## src/rtl/stage2_seq_tracker_pkg.sv

```systemverilog
// Shared encodings and default sizing for the stage-2 sequence tracker.
package stage2_seq_tracker_pkg;

  localparam int CH_NUM_DEF       = 4;
  localparam int SEQ_BITS_DEF     = 32;
  localparam int GAP_CNT_BITS_DEF = 16;

  // Result code reported with every accepted message
  typedef enum logic [1:0] {
    ST_FIRST    = 2'd0,
    ST_IN_ORDER = 2'd1,
    ST_GAP      = 2'd2,
    ST_STALE    = 2'd3
  } seq_status_e;

endpackage

```

## src/rtl/stage2_seq_chan.sv

```systemverilog
// One feed channel: sync state, expected sequence number, gap counter,
// and the classification of an incoming sequence number against them.
module stage2_seq_chan
  import stage2_seq_tracker_pkg::*;
#(
  parameter int SEQ_BITS     = SEQ_BITS_DEF,
  parameter int GAP_CNT_BITS = GAP_CNT_BITS_DEF
) (
  input  logic                    clk,
  input  logic                    rst,
  input  logic                    hit,
  input  logic [SEQ_BITS-1:0]     seq,
  input  logic                    sync,
  output seq_status_e             status,
  output logic [SEQ_BITS-1:0]     gap_len,
  output logic [GAP_CNT_BITS-1:0] gap_cnt_nxt
);

  logic                    synced;
  logic [SEQ_BITS-1:0]     exp_q;
  logic [SEQ_BITS-1:0]     diff;
  logic [GAP_CNT_BITS-1:0] gap_cnt_q;

  // Classify: forward distance below half the number space is a gap,
  // anything at or beyond half is treated as old (stale) traffic.
  always_comb begin
    diff    = seq - exp_q;
    status  = ST_FIRST;
    gap_len = '0;
    if (synced) begin
      if (diff == '0) begin
        status = ST_IN_ORDER;
      end else if (!diff[SEQ_BITS-1]) begin
        status  = ST_GAP;
        gap_len = diff;
      end else begin
        status = ST_STALE;
      end
    end
  end

  // Next counter value is exported so the stat read can see this edge's increment
  assign gap_cnt_nxt = (hit && status == ST_GAP && gap_cnt_q != '1)
                     ? gap_cnt_q + GAP_CNT_BITS'(1) : gap_cnt_q;

  // Channel state update; a resync in the same cycle as a message wins
  always_ff @(posedge clk or posedge rst) begin
    if (rst) begin
      synced    <= 1'b0;
      exp_q     <= '0;
      gap_cnt_q <= '0;
    end else begin
      gap_cnt_q <= gap_cnt_nxt;
      if (hit) begin
        synced <= 1'b1;
        case (status)
          ST_FIRST, ST_GAP: exp_q <= seq + SEQ_BITS'(1);
          ST_IN_ORDER:      exp_q <= exp_q + SEQ_BITS'(1);
          default:          exp_q <= exp_q;
        endcase
      end
      if (sync) synced <= 1'b0;
    end
  end

endmodule

```

## src/rtl/stage2_seq_tracker.sv

```systemverilog
// Per-channel sequence tracker: decodes the message channel, classifies it
// in the owning channel, registers the result, and serves gap statistics.
module stage2_seq_tracker
  import stage2_seq_tracker_pkg::*;
#(
  parameter int CH_NUM       = CH_NUM_DEF,
  parameter int SEQ_BITS     = SEQ_BITS_DEF,
  parameter int GAP_CNT_BITS = GAP_CNT_BITS_DEF,
  localparam int CH_BITS     = $clog2(CH_NUM)
) (
  input  logic                    clk,
  input  logic                    rst,
  input  logic                    msg_valid,
  input  logic [CH_BITS-1:0]      msg_ch,
  input  logic [SEQ_BITS-1:0]     msg_seq,
  input  logic                    sync_req,
  input  logic [CH_BITS-1:0]      sync_ch,
  output logic                    out_valid,
  output logic [CH_BITS-1:0]      out_ch,
  output logic [SEQ_BITS-1:0]     out_seq,
  output logic [1:0]              out_status,
  output logic [SEQ_BITS-1:0]     out_gap_len,
  input  logic [CH_BITS-1:0]      stat_ch,
  output logic [GAP_CNT_BITS-1:0] stat_gap_cnt
);

  logic [CH_NUM-1:0]                   hit;
  logic [CH_NUM-1:0]                   sync;
  logic [CH_NUM-1:0][1:0]              st_vec;
  logic [CH_NUM-1:0][SEQ_BITS-1:0]     gap_vec;
  logic [CH_NUM-1:0][GAP_CNT_BITS-1:0] cnt_nxt_vec;

  for (genvar g = 0; g < CH_NUM; g++) begin : g_ch
    seq_status_e st;

    assign hit[g]    = msg_valid && (msg_ch == CH_BITS'(g));
    assign sync[g]   = sync_req && (sync_ch == CH_BITS'(g));
    assign st_vec[g] = st;

    stage2_seq_chan #(
      .SEQ_BITS     (SEQ_BITS),
      .GAP_CNT_BITS (GAP_CNT_BITS)
    ) u_chan (
      .clk         (clk),
      .rst         (rst),
      .hit         (hit[g]),
      .seq         (msg_seq),
      .sync        (sync[g]),
      .status      (st),
      .gap_len     (gap_vec[g]),
      .gap_cnt_nxt (cnt_nxt_vec[g])
    );
  end

  // Result register: one strobe per message, one cycle later
  always_ff @(posedge clk or posedge rst) begin
    if (rst) begin
      out_valid   <= 1'b0;
      out_ch      <= '0;
      out_seq     <= '0;
      out_status  <= ST_FIRST;
      out_gap_len <= '0;
    end else begin
      out_valid <= msg_valid;
      if (msg_valid) begin
        out_ch      <= msg_ch;
        out_seq     <= msg_seq;
        out_status  <= st_vec[msg_ch];
        out_gap_len <= gap_vec[msg_ch];
      end
    end
  end

  // Stat read: samples the post-edge counter value of the selected channel
  always_ff @(posedge clk or posedge rst) begin
    if (rst) stat_gap_cnt <= '0;
    else     stat_gap_cnt <= cnt_nxt_vec[stat_ch];
  end

endmodule

```

## config.mk

```make
export PLATFORM = sky130hd
export DESIGN_NAME = stage2_seq_tracker
export DESIGN_NICKNAME = d
export VERILOG_FILES = /design/src/rtl/stage2_seq_tracker_pkg.sv /design/src/rtl/stage2_seq_chan.sv /design/src/rtl/stage2_seq_tracker.sv
export SDC_FILE = /design/constraint.sdc
export NUM_CORES = 1
export LEC_CHECK = 0
export CAP_MARGIN = 30
export CORE_MARGIN = 8
export CORE_UTILIZATION = 55
export CTS_CLUSTER_DIAMETER = 100
export DETAILED_ROUTE_END_ITERATION = 8
export PLACE_DENSITY = 0.8
export SKIP_LAST_GASP = 1
export SYNTH_ARGS = -nofsm -noshare
export SYNTH_HDL_FRONTEND = slang
export SYNTH_SLANG_ARGS = --single-unit
```

## constraint.sdc

```tcl
create_clock -name clk -period 9.3 [get_ports clk]
set_clock_uncertainty 0.05 [all_clocks]
set_input_delay 1.86 -clock clk [delete_from_list [all_inputs] [get_ports clk]]
set_output_delay 1.86 -clock clk [all_outputs]
set_load 0.02 [all_outputs]
```

==> Implementation_results.wiki <==
{| class="wikitable"
! Metric !! Value
|-
| Result of the run || finished, final reports clean
|-
| Buffer and inverter count on the worst path || 2
|-
| Number of remaining DRC errors || 0
|-
| Diodes inserted || 0
|-
| Number of inserted filler cells in the final layout || 4,087
|-
| Die area || 0.05340 sq mm
|-
| Die Wd || 231.1 microns
|-
| Max Slew Vio Count || 0
|-
| Leading cell type in the layout, fill and taps excluded || sky130_fd_sc_hd__nand2_1
|-
| Number of max-cap violations || 0
|-
| Number of cells produced by synthesis || 3,259
|-
| Total setup violations reported at the end of the flow || 0
|-
| Main combinational cell family by area after synthesis || compound AO/OA/AOI/OAI gates
|-
| Number of buffers inserted during clock tree synthesis || 36
|-
| Number of enable-type register cells in the synthesized netlist || 0
|-
| Clock transition at path regs || 0.07 ns
|-
| Number of clock sinks seen by CTS || 280
|-
| Start-to-end type of the worst setup path || in -> reg
|-
| Violation count after the first detailed-route iteration || 3,273
|-
| Max Root-Sink Buffers || 3
|-
| Fraction of the mapped netlist area in simple logic gates || 24.66%
|-
| Number of placement rows || 79
|-
| Number of nets in the layout || 3,483
|-
| Detail Route Antenna Nets || 0
|-
| Highest-count cells in the layout ignoring fill and taps || sky130_fd_sc_hd__nand2_1 (324), sky130_fd_sc_hd__dfrtp_1 (280), sky130_fd_sc_hd__a21oi_1 (277)
|-
| Final min period || 8.052 ns
|-
| Nature of the critical path startpoint || input port
|-
| Starting Density || 55.24%
|-
| Final Hold Violating Endpoints || 0
|-
| Num ports || 127
|-
| Critical path's top delay family || compound AO/OA/AOI/OAI gates
|-
| Routability Congestion || 1.063
|-
| Core region area || 0.04606 sq mm
|-
| Data required time at the worst endpoint || 9.69 ns
|-
| Leakage component of the power || 12.20 nW
|-
| Proportion of synthesized chip area in sequential cells || 27.54%
|-
| Count of input and output buffers || 125
|-
| Post-CTS Setup Repair Bufs || 0
|-
| 1st-pass router iterations || 7
|-
| End of the worst hold path || out_seq[12]
|-
| Total routed wirelength || 102,000 microns
|-
| Peak supply drop || 202.4 uV
|-
| Nature of the critical path endpoint || flip-flop
|-
| Clock network latency to the later pin of the worst-skew pair || 0.58 ns
|-
| Share of the synthesized area in the top cell type || 27.54%
|-
| Source of the worst register-to-register timing path || g_ch[0].u_chan.exp_q[17]
|-
| Tot GR Track Use || 36.83%
|-
| Share of flip-flops with an asynchronous set or reset || 100.0%
|-
| Worst setup path startpoint || msg_seq[0]
|-
| Number of synthesized register bits || 280
|-
| Flip-flop cell with the highest count after synthesis || sky130_fd_sc_hd__dfrtp_1
|-
| Share of cells above drive strength 1 || 5.739%
|-
| Setup repair after global routing missed its margin || false
|-
| Slew @ Worst Pin || 1.111 ns
|-
| CTS resizes || 0
|-
| Top achievable clock speed || 124.2 MHz
|-
| Post-CTS Hold Fix Bufs || 0
|-
| First-pass GRT wire length || 153,300 microns
|-
| Crit Reg-Reg Endpoint || out_gap_len[20]
|-
| Via density per instance || 6.875
|-
| Reg2reg setup slack || 3.22 ns
|-
| Crit-path max FO || 19
|-
| Slowest Stage Delay on Critical Path || 0.72 ns
|-
| TritonCTS clock tree || built
|-
| Compound-Gate Fraction of Synth Area || 24.76%
|-
| H-tree levels || 2
|-
| Worst hold slack || 0.4580 ns
|-
| Class of the most critical hold timing path || reg -> reg
|-
| Half-perimeter wire length of the detailed placement result || 80,260 microns
|-
| Depth of the most critical reg-to-reg path || 14
|-
| Average footprint of a synthesized cell || 7.807 sq um
|-
| Die extent in y || 231.1 microns
|-
| Slowest cell on crit path || sky130_fd_sc_hd__a211oi_1
|-
| Power density normalized to cell area || 295.5 mW/mm^2
|-
| Post-synth net total || 3,442
|-
| Adder and majority gate portion of the synthesized area || 7.052%
|-
| Setup TNS || 0 ns
|-
| Fraction of synthesized area in multiplexers || 4.849%
|-
| Top cells by area in the synthesized netlist || sky130_fd_sc_hd__dfrtp_1 (28%), sky130_fd_sc_hd__ha_1 (6.7%), sky130_fd_sc_hd__a21oi_1 (5.5%)
|-
| GR Overflow Total || 0
|-
| Startpoint of the tightest hold check path || out_seq[12]
|-
| Worst Hold Path Cells || 1
|-
| Growth of design area from synthesis to finish || 11.84%
|-
| Period Utilization, post-route || 86.58%
|-
| Antenna violations before repair || 1
|-
| Worst relative slew slack || 25.39%
|-
| Cell taking the most area after synthesis || sky130_fd_sc_hd__dfrtp_1
|-
| Sequence of cells on the critical path || clkdlybuf4s50_1 -> inv_1 -> ha_1 -> fa_1 -> nor2b_1 -> o2111a_1 -> o21ai_1 -> a211oi_1 -> o21ai_0 -> a22oi_1 -> or4b_1 -> nor4_2 -> nand2_1 -> and2_1 -> a221oi_1 -> a31oi_1
|-
| Arrival @ worst endpoint || 8.44 ns
|-
| Avg WL per Cell || 25.93 microns
|-
| Warnings, synthesis || 0
|-
| Vias in the first global route || 25,320
|-
| CTS Root Buffer Type || sky130_fd_sc_hd__clkbuf_16
|-
| Pin count of the biggest net entering global routing || 162
|-
| Parity-gate share of the synthesized area counting xor and xnor cells || 5.881%
|-
| Count of vias placed by the detailed router || 27,050
|-
| Syn Std Cell Area || 0.02544 sq mm
|-
| Count of cell types in the netlist || 100
|}
==> layer usage <==
layer | vias to the layer above | GRT usage [%] | wire length (microns)
met5 | - | 0 | 10
met4 | 2 | 28.63 | 9414
met3 | 390 | 7.654 | 9742
met2 | 1596 | 55.35 | 43300
met1 | 12900 | 45.98 | 39550
li1 | 12170 | - | -
==> registers in the layout, indices dropped and copies added, names as in the netlist <==
name,cells
out_status,2
out_ch,2
out_seq,32
g_ch.u_chan.synced,4
out_gap_len,31
g_ch.u_chan.exp_q,128
out_valid,1
g_ch.u_chan.gap_cnt_q,64
stat_gap_cnt,16
==> cells by family (layout without fill, tap and decap cells) <==
group,Yosys count,after routing
buf+inv,345,414
mux,118,118
fa+ha+maj,141,141
other cells,1,1
xor+xnor,170,170
simple gates,1236,1236
compound gates,968,968
flops,280,280
==> power by group <==
| part | total, mW | switching [mW] | internal [mW] |
|---|---|---|---|
| clock network | 1.54 | 0.619 | 0.917 |
| registers | 1.91 | 0.365 | 1.55 |
| logic | 4.96 | 3.24 | 1.72 |
==> worst register-to-register path: stages (launching register included) <==
cell and delay [ns]:
sky130_fd_sc_hd__dfrtp_1 0.46, sky130_fd_sc_hd__inv_1 0.14, sky130_fd_sc_hd__ha_1 0.52, sky130_fd_sc_hd__nand2_1 0.24, sky130_fd_sc_hd__nor2_1 0.24, sky130_fd_sc_hd__nand4_1 0.17
sky130_fd_sc_hd__a211oi_1 0.66, sky130_fd_sc_hd__o21ai_0 0.22, sky130_fd_sc_hd__a22oi_1 0.27, sky130_fd_sc_hd__or4b_1 0.48, sky130_fd_sc_hd__nor4_2 0.51, sky130_fd_sc_hd__nand2_1 0.53
sky130_fd_sc_hd__and2_1 0.64, sky130_fd_sc_hd__a221oi_1 0.67, sky130_fd_sc_hd__a31oi_1 0.17
==> worst max path at each step <==
| stage | end | cells after the start |
|---|---|---|
| floorplan | g_ch[3].u_chan.exp_q[5] | 17 |
| CTS | out_gap_len[20] | 16 |
| finish | out_gap_len[20] | 16 |
| global placement | out_gap_len[20] | 16 |
| detailed placement | out_gap_len[20] | 16 |
| global route | out_gap_len[20] | 16 |
==> stage by stage <==
step	area (sq um)	worst slack [ns]	std cells	power [mW]	util [%]
2_1_floorplan	25450	3.072	3259	5.146	-
3_3_place_gp	27150	0.9409	3866	6.590	58.95
3_5_place_dp	27180	0.8981	3868	6.688	59.02
5_1_grt	28460	1.070	3935	8.883	61.78
6_report	28460	1.248	3935	8.408	61.78
4_1_cts	28450	1.489	3934	8.245	61.77
==> synthesized netlist by cell type, drive strengths merged (29+ instances only) <==
cell type	count
or3	30
a22oi	39
nor2	229
mux2i	76
nor4	54
a31oi	42
ha	137
inv	179
o22ai	29
nand4	76
and2	51
and3	83
mux2	42
xor2	75
dfrtp	280
clkbuf	138
a21oi	279
a21o	53
o21ai	214
nand2	324
nand3	123
nor3	122
xnor2	95
==> final cells by class <==
class                      instances  area, sq um  area share [%]
clock buffer                      47         1013           3.561
clock inverter                    19        255.2          0.8969
inverter                         179        675.6           2.374
multi-input combinational       2634        17140           60.23
sequential                       280         7007           24.62
tap                              607        759.5           2.669
timing repair buffer             169         1607           5.645
(Power assumes the default switching activity.)
